### config.mk
export PLATFORM = sky130hd
export DESIGN_NAME = hls_deadlock_monitor_param
export DESIGN_NICKNAME = d
export VERILOG_FILES = /design/src/rtl/hls_deadlock_mon_pkg.sv /design/src/rtl/hls_deadlock_persist_cnt.sv /design/src/rtl/hls_deadlock_monitor_param.sv
export SDC_FILE = /design/constraint.sdc
export NUM_CORES = 1
export LEC_CHECK = 0
export ABC_AREA = 1
export BUFFER_PORTS_ARGS = -buffer_cell sky130_fd_sc_hd__buf_2
export CORE_MARGIN = 3
export CORE_UTILIZATION = 36
export DETAILED_ROUTE_END_ITERATION = 7
export PLACE_DENSITY = 0.82
export RECOVER_POWER = 50
export SLEW_MARGIN = 20
export SYNTH_ARGS = -nofsm -noshare
export SYNTH_HDL_FRONTEND = slang
export SYNTH_SLANG_ARGS = --single-unit
### constraint.sdc
create_clock -name clock -period 1.9 [get_ports clock]
set_input_delay 0.57 -clock clock [delete_from_list [all_inputs] [get_ports clock]]
set_output_delay 0.57 -clock clock [all_outputs]
set_load 0.005 [all_outputs]
### src/rtl/hls_deadlock_mon_pkg.sv
// Shared types and helpers for the HLS dataflow deadlock monitor.
package hls_deadlock_mon_pkg;

  typedef enum logic [1:0] {
    IDLE    = 2'd0,
    SUSPECT = 2'd1,
    BLOCKED = 2'd2,
    LATCHED = 2'd3
  } mon_state_t;

  localparam int TS_W = 32;

  // Counter width able to hold the value THRESHOLD itself.
  function automatic int cnt_w(input int threshold);
    return (threshold < 1) ? 1 : $clog2(threshold + 1);
  endfunction

endpackage

### src/rtl/hls_deadlock_persist_cnt.sv
// Saturating consecutive-event counter; reached flags that the current hit
// completes a run of THRESHOLD consecutive hits.
module hls_deadlock_persist_cnt
  import hls_deadlock_mon_pkg::*;
#(
  parameter int THRESHOLD = 1,
  parameter int CW        = cnt_w(THRESHOLD)
) (
  input  logic clock,
  input  logic reset,
  input  logic restart,
  input  logic hit,
  output logic reached
);

  localparam logic [CW-1:0] LIMIT = CW'(THRESHOLD);

  logic [CW-1:0] count;
  logic [CW-1:0] base;
  logic [CW:0]   base_plus;

  // restart makes this hit count as the first of a fresh run.
  assign base      = restart ? '0 : count;
  assign base_plus = {1'b0, base} + (CW+1)'(1);
  assign reached   = (base_plus >= (CW+1)'(THRESHOLD));

  // NOTE: sequential state uses non-blocking assignments so every flop
  // samples pre-edge values regardless of process ordering.
  always_ff @(posedge clock) begin
    if (reset) begin
      count <= '0;
    end else if (!hit) begin
      count <= '0;
    end else begin
      count <= (base == LIMIT) ? LIMIT : base_plus[CW-1:0];
    end
  end

endmodule

### src/rtl/hls_deadlock_monitor_param.sv
// Deadlock monitor for one HLS dataflow instance: raw stall reduction,
// persistence filter, optional sticky latch and cause/timestamp capture.
// Define DEADLOCK_MON_TIMESTAMP_EN to build the detection cycle stamp.
module hls_deadlock_monitor_param
  import hls_deadlock_mon_pkg::*;
#(
  parameter int                N_AXIS    = 2,
  parameter int                N_IDLE    = 4,
  parameter int                N_SUB     = 1,
  parameter logic [N_AXIS-1:0] AXIS_MASK = {N_AXIS{1'b1}},
  parameter int                THRESHOLD = 1,
  parameter bit                STICKY    = 1'b0
) (
  input  logic              clock,
  input  logic              reset,
  input  logic [N_AXIS-1:0] axis_block_sigs,
  input  logic [N_IDLE-1:0] inst_idle_sigs,
  input  logic [N_SUB-1:0]  inst_block_sigs,
  input  logic              clear,
  output logic              block,
  output logic [N_AXIS-1:0] cause_axis,
  output logic [N_SUB-1:0]  cause_sub,
  output logic [1:0]        state,
  output logic [TS_W-1:0]   detect_cycle
);

  mon_state_t state_q, state_nxt, state_eff;
  logic       raw, reached, hit, restart, enter_blocked;

  // A fully idle instance cannot be deadlocked, whatever its stall lines say.
  assign raw = (|(axis_block_sigs & AXIS_MASK) | |inst_block_sigs) & ~(&inst_idle_sigs);

  // clear re-evaluates the current cycle as if starting from IDLE.
  assign state_eff = clear ? IDLE : state_q;
  assign hit       = raw && ((state_eff == IDLE) || (state_eff == SUSPECT));
  assign restart   = (state_eff != SUSPECT);

  hls_deadlock_persist_cnt #(
    .THRESHOLD (THRESHOLD)
  ) u_persist (
    .clock   (clock),
    .reset   (reset),
    .restart (restart),
    .hit     (hit),
    .reached (reached)
  );

  always_ff @(posedge clock) begin
    if (reset) state_q <= IDLE;
    else       state_q <= state_nxt;
  end

  // NOTE: combinational blocks assign a default first so no path can
  // leave a variable unassigned and infer a latch.
  always_comb begin
    state_nxt = state_eff;
    case (state_eff)
      IDLE, SUSPECT: begin
        if (raw) state_nxt = reached ? BLOCKED : SUSPECT;
        else     state_nxt = IDLE;
      end
      BLOCKED: begin
        if (!raw) state_nxt = STICKY ? LATCHED : IDLE;
      end
      LATCHED: state_nxt = LATCHED;
      default: state_nxt = IDLE;
    endcase
  end

  always_comb begin
    block         = (state_q == BLOCKED) || (state_q == LATCHED);
    state         = state_q;
    enter_blocked = (state_nxt == BLOCKED) && (state_eff != BLOCKED);
  end

  always_ff @(posedge clock) begin
    if (reset) begin
      cause_axis <= '0;
      cause_sub  <= '0;
    end else if (enter_blocked) begin
      cause_axis <= axis_block_sigs & AXIS_MASK;
      cause_sub  <= inst_block_sigs;
    end else if (clear) begin
      cause_axis <= '0;
      cause_sub  <= '0;
    end
  end

`ifdef DEADLOCK_MON_TIMESTAMP_EN
  logic [TS_W-1:0] cycle_q;
  logic [TS_W-1:0] stamp_q;

  always_ff @(posedge clock) begin
    if (reset) cycle_q <= '0;
    else       cycle_q <= cycle_q + TS_W'(1);
  end

  // Stamp is the counter value seen in the first cycle block is high.
  always_ff @(posedge clock) begin
    if (reset) begin
      stamp_q <= '0;
    end else if (enter_blocked) begin
      stamp_q <= cycle_q + TS_W'(1);
    end else if (clear) begin
      stamp_q <= '0;
    end
  end

  assign detect_cycle = stamp_q;
`else
  assign detect_cycle = '0;
`endif

endmodule

==> run metrics <==
status=completed; DRT Pass-1 Iters=5; synth warn=0; Tcrit/Tclk final=0.693; slowest CP cell=dfxtp_1; Area Overhead vs Synth=-3.48%; main combinational cell family by area after synthesis=buffers and inverters; Congestion Overflow GR=0; Reg2Reg Setup Slack=0.96 ns; synthesized instance count=63; Clock Latency Late Sink=roughly 0.24 ns; crit path DAT=roughly 0.75 ns; via/cell ratio=3.76; vias in the first global route=approximately 280; multiplexer share of the synthesized area=0; syn_area_per_cell=around 7.4 um2; Finished Core Util=0.391; hold_buf cts=0; post-synthesis compound-gate area fraction=0.0428; share of layout cells above drive strength 1=0.250; die width=between 40 and 50 um; Worst Reg2Reg Path Length in Cells=4; Hold Path Depth=2; most frequent cells in the layout=32 x conb_1, 15 x buf_2, 6 x nand3_1; row count=12; Worst Hold Class=reg -> reg; Post-Synth Adder-Cell Area=0; Setup crit end kind=output pin; register bit total from synthesis=5; Setup TNS=0 ns; Nets=between 90 and 100; GRT Util Overall=0.0854; VDD IR max=0.314 mV; max-slew violations=0; final count of hold timing violations=0; CTS clk-pin slew, worst paths=approximately 0.040 ns; DRT iter0 DRCs=3; first-pass GRT wire length=approximately 1100 um; synthesized cell area=468 um2; I/O pin count=48; Starting Density=0.405; Port Buf Inserts=15; initial antenna violation count=0; fillcell total=~130; diodes inserted=0; root buf cell=clkbuf_4; RSZ-0062 raised after global routing=false; area share of the largest cell type after synthesis=0.513; CP Launch Type=flip-flop; CTS Sinks=5; HPWL Detailed=between 600 and 700 um; total CTS buffers=3; slowest stage delay, CP=around 0.37 ns; largest net degree at the start of global routing=6; hold path endpoint=cause_axis[1]; Fmax=759 MHz; P_leak=0.290 nW; Synth Area in Simple Gates=0.182; Final Wtd Congestion=0.714; post-synthesis sequential area ratio=0.214; postcts setup bufs=0; most common cell after layout, fill and taps aside=conb_1; top post-synthesis cells by area=buf_4 51%, dfxtp_1 21%, nand3_1 5.3%; Yosys top cell by area=buf_4; Cell Chain, Critical Path=buf_2; worst setup path startpoint=state[1]; Vias=approximately 350; CTS tree=done; Post-Route WL=760 um; WS Path Type=reg -> out; post-synthesis xor/xnor area fraction=0; hold path startpoint=cause_axis[1]; CP Max Fanout=4; post-synth cell types=14; DR DRC count=0; die height=roughly 42 um; Max Root-Sink Buffers=2; H-tree levels=1; pwr/cell area=approximately 640 nW/um2; post-route minimum period=about 1.3 ns; core area=about 1200 um2; top cell family by delay on the critical path=flip-flops; reg2reg end=cause_axis[0]; count of final setup violators=0; buffer and inverter count on the worst path=1; post-CTS sizing=0; overall power=approximately 0.29 mW; clk_skew=about 0.0036 ns; Die Area=between 1500 and 2000 um2; Final ANT Viol Nets=0; Critical R2R Launch=state[1]; Max Cap Viol=0; worst path required time=about 1.3 ns; Routed WL per cell=between 8 and 9 um
power breakdown:
part	internal (mW)	switching (mW)	total (mW)
logic	0.0181	0.0347	0.0528
registers	0.111	0.00364	0.115
clock network	0.0793	0.0421	0.121
area by class of cell:
type	count	area (um2)	area share
Clock buffer	4	26.3	0.0582
Inverter	4	15.0	0.0332
Multi-Input combinational cell	52	218	0.482
Sequential cell	5	100	0.222
Tap cell	14	17.5	0.0388
Timing Repair Buffer	15	75.1	0.166
per-stage QoR:
stage	cell area [um2]	setup WS (ns)	instances	hold WS, ns
global route	452	0.543	94	0.511
floorplan	584	0.850	94	0.467
CTS	459	0.569	94	0.483
global placement	433	0.690	90	0.475
detailed placement	433	0.620	90	0.478
finish	452	0.582	94	0.486
worst max-delay path by stage:
stage	end	slack, ns	cells past startpoint
floorplan	cause_axis[0]	0.85	6
global placement	cause_sub	0.69	6
detailed placement	cause_axis[0]	0.62	6
CTS	state[1]	0.57	1
global route	state[1]	0.54	1
finish	state[1]	0.58	1
routing by layer:
metal  up-vias  global-route usage  wire [um]
met4         0               0.112         30
met3         4              0.0300        144
met1       145              0.0773        231
met2        38               0.130        353
li1        166                   -          -
met5         -                   0          0
logic make-up (layout without fill, tap and decap cells):
logic type / count (synthesis) / in the layout
buffers and inverters: 37 / 23
and+or+nand+nor: 16 / 16
DFF: 5 / 5
AOI/OAI and AO/OA: 4 / 4
other: 1 / 32
Yosys cell counts:
library cell and instances:
buf_4 32, dfxtp_1 5, nand3_1 5, a21oi_1 4, nand2_1 4, inv_1 3
nand2_2 2, nand4_1 2, clkbuf_1 1, conb_1 1, inv_2 1, nand3_2 1
nor2_1 1, nor2_2 1
flip-flops by register name, indices dropped and copies added, names as in the netlist:
name	count
cause_sub	1
state	2
cause_axis	2
Power figures use the tool's default switching activity.
